[src/rtl/mult_pkg.sv]
// ---------------------------------------------------------------------------
// mult_pkg
// Shared definitions for the shared shift-add multiplier block.
//   DEFAULT_W : default operand width in bits
//   state_t   : control FSM states (IDLE, MUL, RESP)
// ---------------------------------------------------------------------------
package mult_pkg;

    localparam int DEFAULT_W = 4;

    typedef enum logic [1:0] {
        IDLE = 2'd0,
        MUL  = 2'd1,
        RESP = 2'd2
    } state_t;

endpackage

[src/rtl/mult_seq_core.sv]
// ---------------------------------------------------------------------------
// mult_seq_core
// Sequential shift-add multiplier datapath: operand registers, owner id,
// 2W-bit accumulator and iteration counter. Performs one iteration per cycle
// while step is high; sequencing is owned by the caller.
//
// Ports:
//   clk, rst_n   : clock, asynchronous active-low reset
//   start        : load a_in/b_in/id_in, clear accumulator and counter
//   a_in, b_in   : W-bit unsigned operands
//   id_in        : owner id to carry alongside the operation
//   step         : perform one shift-add iteration this cycle
//   done         : high during the final iteration (counter == W-1 and step)
//   product      : accumulator (complete once the final iteration retires)
//   id           : captured owner id
// ---------------------------------------------------------------------------
module mult_seq_core
    import mult_pkg::*;
#(
    parameter int W = DEFAULT_W
) (
    input  logic           clk,
    input  logic           rst_n,
    input  logic           start,
    input  logic [W-1:0]   a_in,
    input  logic [W-1:0]   b_in,
    input  logic           id_in,
    input  logic           step,
    output logic           done,
    output logic [2*W-1:0] product,
    output logic           id
);

    localparam int CNT_W = (W > 2) ? $clog2(W) : 1;

    logic [W-1:0]     a_reg;
    logic [W-1:0]     b_reg;
    logic [2*W-1:0]   acc;
    logic [CNT_W-1:0] cnt;
    logic             id_reg;
    logic [2*W-1:0]   partial;

    // Iteration k contributes (a << k) only when bit k of b is set; the
    // zero-extension keeps the full 2W-bit width so nothing is shifted out.
    always_comb begin
        partial = '0;
        if (b_reg[cnt]) begin
            partial = {{W{1'b0}}, a_reg} << cnt;
        end
    end

    assign done    = step && (cnt == CNT_W'(W - 1));
    assign product = acc;
    assign id      = id_reg;

    // Operand capture and the accumulate loop. The counter parks at W-1
    // after the final iteration so it never needs to wrap for non-power-of-2
    // widths; the next start clears it.
    always_ff @(posedge clk or negedge rst_n) begin
        if (!rst_n) begin
            a_reg  <= '0;
            b_reg  <= '0;
            acc    <= '0;
            cnt    <= '0;
            id_reg <= 1'b0;
        end else if (start) begin
            a_reg  <= a_in;
            b_reg  <= b_in;
            id_reg <= id_in;
            acc    <= '0;
            cnt    <= '0;
        end else if (step) begin
            acc <= acc + partial;
            if (!done) begin
                cnt <= cnt + CNT_W'(1);
            end
        end
    end

endmodule

[src/rtl/mult_share_arbiter.sv]
// ---------------------------------------------------------------------------
// mult_share_arbiter
// One sequential multiplier shared by two requesters with round-robin
// arbitration. A granted operation takes W MUL cycles, then the result is
// held in RESP until the consumer accepts it.
//
// Ports:
//   clk, rst_n                    : clock, asynchronous active-low reset
//   reqN_valid, reqN_a, reqN_b    : requester N operands pending (N = 0, 1)
//   reqN_ready                    : requester N accepted this cycle (IDLE only)
//   rsp_valid, rsp_id, rsp_product: result presented, owner, unsigned product
//   rsp_ready                     : consumer accepts the result
//   busy                          : high whenever not IDLE
// ---------------------------------------------------------------------------
module mult_share_arbiter
    import mult_pkg::*;
#(
    parameter int W = DEFAULT_W
) (
    input  logic           clk,
    input  logic           rst_n,
    input  logic           req0_valid,
    input  logic [W-1:0]   req0_a,
    input  logic [W-1:0]   req0_b,
    output logic           req0_ready,
    input  logic           req1_valid,
    input  logic [W-1:0]   req1_a,
    input  logic [W-1:0]   req1_b,
    output logic           req1_ready,
    output logic           rsp_valid,
    output logic           rsp_id,
    output logic [2*W-1:0] rsp_product,
    input  logic           rsp_ready,
    output logic           busy
);

    state_t           state;
    state_t           state_next;
    logic             last_grant;
    logic             grant0;
    logic             grant1;
    logic             core_start;
    logic             core_step;
    logic             core_done;
    logic [2*W-1:0]   core_product;
    logic             core_id;
    logic [W-1:0]     sel_a;
    logic [W-1:0]     sel_b;

    // Round-robin: a lone requester always wins; with both pending, the one
    // that was not served last wins. The two grants are mutually exclusive.
    assign grant0 = req0_valid && (!req1_valid || last_grant);
    assign grant1 = req1_valid && (!req0_valid || !last_grant);
    assign sel_a  = grant1 ? req1_a : req0_a;
    assign sel_b  = grant1 ? req1_b : req0_b;

    mult_seq_core #(.W(W)) u_core (
        .clk     (clk),
        .rst_n   (rst_n),
        .start   (core_start),
        .a_in    (sel_a),
        .b_in    (sel_b),
        .id_in   (grant1),
        .step    (core_step),
        .done    (core_done),
        .product (core_product),
        .id      (core_id)
    );

    // State register.
    always_ff @(posedge clk or negedge rst_n) begin
        if (!rst_n) begin
            state <= IDLE;
        end else begin
            state <= state_next;
        end
    end

    // Next-state logic: accept in IDLE, leave MUL on the last iteration,
    // leave RESP on the response handshake.
    always_comb begin
        state_next = state;
        case (state)
            IDLE: if (req0_valid || req1_valid) state_next = MUL;
            MUL:  if (core_done)                state_next = RESP;
            RESP: if (rsp_ready)                state_next = IDLE;
            default:                            state_next = IDLE;
        endcase
    end

    // Output decode. Readies are additionally gated by rst_n so nothing is
    // advertised while reset is held, even though the state reads IDLE.
    always_comb begin
        req0_ready  = 1'b0;
        req1_ready  = 1'b0;
        core_start  = 1'b0;
        core_step   = 1'b0;
        rsp_valid   = 1'b0;
        rsp_id      = 1'b0;
        rsp_product = '0;
        busy        = 1'b0;
        case (state)
            IDLE: begin
                req0_ready = rst_n && grant0;
                req1_ready = rst_n && grant1;
                core_start = grant0 || grant1;
            end
            MUL: begin
                busy      = 1'b1;
                core_step = 1'b1;
            end
            RESP: begin
                busy        = 1'b1;
                rsp_valid   = 1'b1;
                rsp_id      = core_id;
                rsp_product = core_product;
            end
            default: begin
                busy = 1'b0;
            end
        endcase
    end

    // Last-granted pointer moves only when a result is handed off, so an
    // operation killed by reset never counts as a turn. Reset value 1 lets
    // requester 0 win the first contested arbitration.
    always_ff @(posedge clk or negedge rst_n) begin
        if (!rst_n) begin
            last_grant <= 1'b1;
        end else if (state == RESP && rsp_ready) begin
            last_grant <= core_id;
        end
    end

endmodule

[config.mk]
export PLATFORM = sky130hd
export DESIGN_NAME = mult_share_arbiter
export DESIGN_NICKNAME = d
export VERILOG_FILES = /design/src/rtl/mult_pkg.sv /design/src/rtl/mult_seq_core.sv /design/src/rtl/mult_share_arbiter.sv
export SDC_FILE = /design/constraint.sdc
export NUM_CORES = 1
export LEC_CHECK = 0
export BUFFER_PORTS_ARGS = -buffer_cell sky130_fd_sc_hd__buf_2
export CORE_MARGIN = 1.5
export CORE_UTILIZATION = 30
export DETAILED_ROUTE_END_ITERATION = 6
export PLACE_DENSITY = 0.61
export SYNTH_ARGS = -nofsm -noshare
export SYNTH_HDL_FRONTEND = slang
export SYNTH_SLANG_ARGS = --single-unit
[constraint.sdc]
create_clock -name clk -period 2.22 [get_ports clk]
set_clock_uncertainty 0.2 [all_clocks]
set_input_delay 0.333 -clock clk [delete_from_list [all_inputs] [get_ports clk]]
set_output_delay 0.333 -clock clk [all_outputs]
set_load 0.03 [all_outputs]
==> flow_summary.json, run 1 <==
{
  "synthMuxAreaShare": 0.117,
  "synth-xor-area-share": 0.0174,
  "cts_buffers": 3,
  "peakVddDrop_mv": 0.470,
  "met2_usage": 0.231,
  "syn_nets": 199,
  "ff2ff_path_depth": 7,
  "yosysWarnings": 0,
  "rrSetupSlack_ns": -0.07,
  "tightest_slew_ns": 0.458,
  "drt_first_pass_iters": 4,
  "ant_nets": 0,
  "drv_cap": 0,
  "core-area_um2": 4790,
  "num-fill-cells": 482,
  "cellInternalPower_mw": 1.40,
  "final_cell_mix": "buf_2, nand2_1, dfrtp_1",
  "fmaxAchievable_mhz": 437,
  "r2r_start": "u_core.cnt[0]$_DFFE_PN0P_",
  "synthDistinctLibCells": 38,
  "clk_pin_slew_ns": 0.08,
  "largest_reg_flops": 8,
  "grt_busiest_layer": "met2",
  "worst_slack_ns": -0.0701,
  "routed-via-count": 1350,
  "synth_top_cell_by_area": "dfrtp_1",
  "io_pins": 34,
  "violations": "negative setup slack",
  "synth_area_um2": 1510,
  "clkLatencyLatePin_ns": 0.27,
  "grt_pass1_vias": 1324,
  "grt_antenna_before_repair": 0,
  "drc": 0,
  "numPortBuffers": 33,
  "status": "complete, but fails checks",
  "timing.final.crit_share": 1.03,
  "hold_class": "in -> reg",
  "stdcell_area_um2": 2020,
  "die_y_um": 74.0,
  "syn_area_per_cell_um2": 9.12,
  "min_to": "u_core.a_reg[2]$_DFFE_PN0P_",
  "synth-compound-area-share": 0.155,
  "post-route-min-period_ns": 2.29,
  "cts.sinks": 22,
  "layout-drive-gt1-share": 0.350,
  "p_leak_nw": 1.01,
  "place.gp.congestion": 0.874,
  "yosysSeqAreaShare": 0.364,
  "synthCells": 166,
  "synth.top_cells.by_area": "dfrtp_1, ha_1, mux2i_1",
  "hold_path_depth": 3,
  "hpwl_mm": 2.72,
  "synth_top_family_by_area": "simple AND/OR/NAND/NOR gates",
  "dp_slack_ns": -0.0360,
  "grt_overflow_total": 0,
  "p_switching_mw": 1.01,
  "worstPathArrival_ns": 2.27,
  "finalSetupViolations": 3,
  "grt_setup_unrepaired": "yes",
  "power_per_cell_area_nw_per_um2": 1190,
  "p_sw_frac": 0.420,
  "seqPwrFrac": 0.294,
  "required_ns": 2.20,
  "die_w_um": 74.0,
  "cp-end-kind": "flip-flop",
  "setup_tns_ns": -0.0895,
  "pwr-share-comb": 0.596,
  "gr-usage-met3": 0.0230,
  "die_area_um2": 5480,
  "drt-wirelength-per-cell_um": 12.2,
  "place_area_um2": 1940,
  "start_util": 0.316,
  "layout_commonest_cell": "buf_2",
  "routed_wl_mm": 3.48,
  "grt_start_max_net_pins": 25,
  "slew_violations": 0,
  "diodes": 0,
  "cts_root_buf": "clkbuf_8",
  "hold_violations": 0,
  "hold_start": "req0_a[2]",
  "finish.utilization": 0.423,
  "synth_adder_area_share": 0.104,
  "grt_pass1_wl_mm": 5.97,
  "whs_ns": 0.146,
  "critPathLaunchType": "flip-flop",
  "place_inst": 278,
  "initialDrtViolationCount": 95,
  "critical_path_class": "reg -> reg",
  "cts_tree": "done",
  "cts-htree-levels": 1,
  "post_layout_nonfiller_instances": 284,
  "vias_per_cell": 4.75,
  "yosys.area_share.simple": 0.212,
  "power_frac_clock": 0.110,
  "grt_use_total": 0.143,
  "synth_top_area_frac": 0.347,
  "cts_buffer_depth": 2,
  "total_power_mw": 2.42,
  "use_met1": 0.191,
  "synth-seq-cells": 22,
  "r2r_end": "u_core.product[6]$_DFFE_PN0P_",
  "rows": 25,
  "syn2layout_area_growth_pct": 33.7,
  "path_max_fanout": 4,
  "nets": 251,
  "timing.slew.headroom": 0.694
}
[critical path: stages, from the launching register on]
cell and delay, ns:
dfrtp_1 0.38, mux4_2 0.53, and2_4 0.16, ha_4 0.23
a21o_1 0.22, a221oi_2 0.26, nor2_1 0.07, a211oi_1 0.16
[kinds of logic after synthesis]
kind of cell / after synthesis
AOI/OAI and AO/OA: 39
buffers and inverters: 11
adders and majority gates: 12
and+or+nand+nor: 63
muxes: 16
DFF: 22
xor gates and xnor gates: 3
[synth_stat cells (all sizes together)]
| library cell | instances |
|---|---|
| o31a | 1 |
| a221oi | 1 |
| clkbuf | 5 |
| and3 | 2 |
| a211oi | 2 |
| dfrtp | 21 |
| o21ai | 17 |
| a21oi | 9 |
| nor3b | 1 |
| ha | 11 |
| fa | 1 |
| mux2 | 3 |
| inv | 4 |
| xnor2 | 2 |
| mux2i | 12 |
| nor2 | 9 |
| a22o | 1 |
| nor3 | 2 |
| and2 | 12 |
| nor4 | 1 |
| a21boi | 1 |
| and4 | 2 |
| o211a | 1 |
| a21o | 4 |
| nand3 | 6 |
| nand3b | 2 |
| nor2b | 3 |
| mux4 | 1 |
| o311ai | 1 |
| xor2 | 1 |
| nand2b | 2 |
| buf | 2 |
| o31ai | 1 |
| nand2 | 21 |
| dfstp | 1 |
[timing repair]
action	4_1_cts	5_1_grt
hold buffers	1	0
pin swaps	3	4
resized for setup	1	4
hold endpoints to repair	22	0
cloned	0	0
setup endpoints to repair	4	4
buffers inserted	1	0
[layer usage]
| layer | routed length (µm) | up-vias |
|---|---|---|
| met5 | 0 | - |
| li1 | - | 689 |
| met4 | 49 | 0 |
| met1 | 1670 | 628 |
| met3 | 103 | 5 |
| met2 | 1660 | 28 |
[power groups by stage]
| stage | logic [mW] | clock network, mW | registers [mW] |
|---|---|---|---|
| 2_1_floorplan | 0.982 | 0 | 0.700 |
| 3_3_place_gp | 1.38 | 0 | 0.711 |
| 3_5_place_dp | 1.41 | 0 | 0.715 |
| 4_1_cts | 1.43 | 0.276 | 0.708 |
| 5_1_grt | 1.62 | 0.295 | 0.735 |
| 6_report | 1.44 | 0.265 | 0.710 |
[worst max-delay path by stage]
| stage | start | endpoint | slack [ns] | cells after the start |
|---|---|---|---|---|
| final | u_core.cnt[0]$_DFFE_PN0P_ | u_core.product[6]$_DFFE_PN0P_ | -0.07 | 7 |
| after global placement | u_core.cnt[0]$_DFFE_PN0P_ | u_core.product[6]$_DFFE_PN0P_ | -0.02 | 7 |
| after detailed placement | u_core.cnt[0]$_DFFE_PN0P_ | u_core.product[6]$_DFFE_PN0P_ | -0.04 | 7 |
| after floorplan | u_core.cnt[0]$_DFFE_PN0P_ | u_core.product[6]$_DFFE_PN0P_ | -0.04 | 7 |
| after global routing | u_core.cnt[0]$_DFFE_PN0P_ | u_core.product[6]$_DFFE_PN0P_ | -0.18 | 7 |
| after CTS | u_core.cnt[0]$_DFFE_PN0P_ | u_core.product[6]$_DFFE_PN0P_ | -0.06 | 7 |
[area by class of cell]
type	count	area, µm²	share of cell area
clock buffer	4	45.0	0.0222
inverter	4	15.0	0.00742
multi-input combinational	133	1000	0.496
sequential	22	552	0.273
tap	67	83.8	0.0414
timing repair buffer	54	325	0.161
Note: power is estimated with default switching activity, not from simulation.
==> run 2: changes to the inputs <==
- CORE_ASPECT_RATIO: not set -> 1.4
==> flow_summary.json, run 2 (synthesis gave the netlist of run 1 again) <==
{
  "grt_start_max_net_pins": 25,
  "p_leak_nw": 1.04,
  "die_w_um": 63.0,
  "gr-usage-met3": 0.0116,
  "finalSetupViolations": 4,
  "diodes": 0,
  "r2r_end": "u_core.product[5]$_DFFE_PN0P_",
  "cts_tree": "done",
  "cp-startpoint": "u_core.cnt[0]$_DFFE_PN0P_",
  "stdcell_area_um2": 2060,
  "io_pins": 34,
  "syn2layout_area_growth_pct": 36.0,
  "ant_nets": 0,
  "hold_path_depth": 3,
  "cts_buffer_depth": 2,
  "status": "complete, but fails checks",
  "cts_buffers": 3,
  "fmaxAchievable_mhz": 422,
  "use_met1": 0.152,
  "critPathLaunchType": "flip-flop",
  "worst_slack_ns": -0.149,
  "layout_commonest_cell": "buf_2",
  "routed_wl_mm": 3.62,
  "grt_pass1_wl_mm": 6.13,
  "seqPwrFrac": 0.275,
  "initialDrtViolationCount": 49,
  "seq_area_um2": 552,
  "start_util": 0.313,
  "vias_per_cell": 4.82,
  "final_cell_mix": "buf_2, buf_4, dfrtp_1",
  "layout-drive-gt1-share": 0.357,
  "grt_busiest_layer": "met2",
  "hold_start": "req0_b[3]",
  "peakVddDrop_mv": 0.403,
  "timing.slew.headroom": 0.706,
  "die_area_um2": 5490,
  "power_per_cell_area_nw_per_um2": 1250,
  "rrSetupSlack_ns": -0.15,
  "p_sw_frac": 0.407,
  "drt_first_pass_iters": 4,
  "cts_root_buf": "clkbuf_8",
  "largest_reg_flops": 8,
  "die_y_um": 87.1,
  "core-area_um2": 4840,
  "path_max_fanout": 4,
  "clkLatencyLatePin_ns": 0.27,
  "cts.sinks": 22,
  "violations": "negative setup slack",
  "finish.utilization": 0.425,
  "drc": 0,
  "p_switching_mw": 1.05,
  "post-route-min-period_ns": 2.37,
  "clk_pin_slew_ns": 0.08,
  "nets": 255,
  "multi_input_area_um2": 991,
  "dp_slack_ns": -0.0876,
  "num-fill-cells": 487,
  "tightest_slew_ns": 0.441,
  "pwr-share-comb": 0.610,
  "grt_use_total": 0.143,
  "drt-wirelength-per-cell_um": 12.7,
  "routed-via-count": 1374,
  "ff2ff_path_depth": 7,
  "hold_class": "in -> reg",
  "grt_setup_unrepaired": "yes",
  "cts-htree-levels": 1,
  "rows": 30,
  "met2_usage": 0.278,
  "grt_pass1_vias": 1384,
  "drv_cap": 0,
  "slew_violations": 0,
  "required_ns": 2.20,
  "timing.final.crit_share": 1.07,
  "grt_antenna_before_repair": 0,
  "power_frac_clock": 0.115,
  "whs_ns": 0.149,
  "cellInternalPower_mw": 1.53,
  "place.gp.congestion": 0.772,
  "worstPathArrival_ns": 2.35,
  "r2r_start": "u_core.cnt[0]$_DFFE_PN0P_",
  "cp-end-kind": "flip-flop",
  "critical_path_class": "reg -> reg",
  "grt_overflow_total": 0,
  "hpwl_mm": 2.83,
  "hold_violations": 0,
  "numPortBuffers": 33,
  "place_area_um2": 1940,
  "min_to": "u_core.b_reg[3]$_DFFE_PN0P_",
  "total_power_mw": 2.57
}
[run 2: changes by cell type in the layout (fill, tap and decap cells not counted), sizes merged]
cell / delta
buf: +4
[run 2: repair_timing]
action | CTS | global route
hold buffers | 1 | 0
setup endpoints to repair | 5 | 5
hold endpoints to repair | 22 | 0
resized for setup | 3 | 4
gates cloned | 0 | 0
pin swaps | 2 | 3
buffers inserted | 2 | 2
[run 2: worst max-delay path by stage]
stage | endpoint | slack [ns]
2_1_floorplan | u_core.product[6]$_DFFE_PN0P_ | -0.04
3_3_place_gp | u_core.product[5]$_DFFE_PN0P_ | -0.02
3_5_place_dp | u_core.product[6]$_DFFE_PN0P_ | -0.09
4_1_cts | u_core.product[6]$_DFFE_PN0P_ | -0.10
5_1_grt | u_core.product[6]$_DFFE_PN0P_ | -0.25
6_report | u_core.product[5]$_DFFE_PN0P_ | -0.15
[run 2: cell type report]
type | instances | share of cell area
Multi-Input combinational cell | 133 | 0.481
Tap cell | 64 | 0.0389
Inverter | 4 | 0.00729
Clock buffer | 4 | 0.0267
Sequential cell | 22 | 0.268
Timing Repair Buffer | 58 | 0.178
[run 2: power by group through the flow]
| stage | combinational (mW) | clock (mW) | sequential, mW |
|---|---|---|---|
| 2_1_floorplan | 0.982 | 0 | 0.700 |
| 3_3_place_gp | 1.40 | 0 | 0.714 |
| 3_5_place_dp | 1.43 | 0 | 0.719 |
| 4_1_cts | 1.49 | 0.307 | 0.711 |
| 5_1_grt | 1.74 | 0.321 | 0.736 |
| 6_report | 1.57 | 0.297 | 0.708 |
[run 2: worst max-delay path: stages (launching register included)]
cell	delay [ns]
dfrtp_1	0.38
mux4_2	0.55
o211a_1	0.16
ha_4	0.24
buf_6	0.12
and4_4	0.16
o31a_1	0.28
o31ai_1	0.19
[run 2: per-stage QoR]
| stage | cells | setup TNS, ns |
|---|---|---|
| final | 285 | -0.291 |
| after global routing | 285 | -0.819 |
| after CTS | 283 | -0.203 |
| after detailed placement | 276 | -0.266 |
| after global placement | 276 | -0.0296 |
| after floorplan | 166 | -0.0511 |
[run 2: per-layer routing]
layer	up-vias	share of wire
met5	-	0
met4	0	0.023
met3	6	0.019
met2	25	0.54
met1	639	0.42
li1	704	-
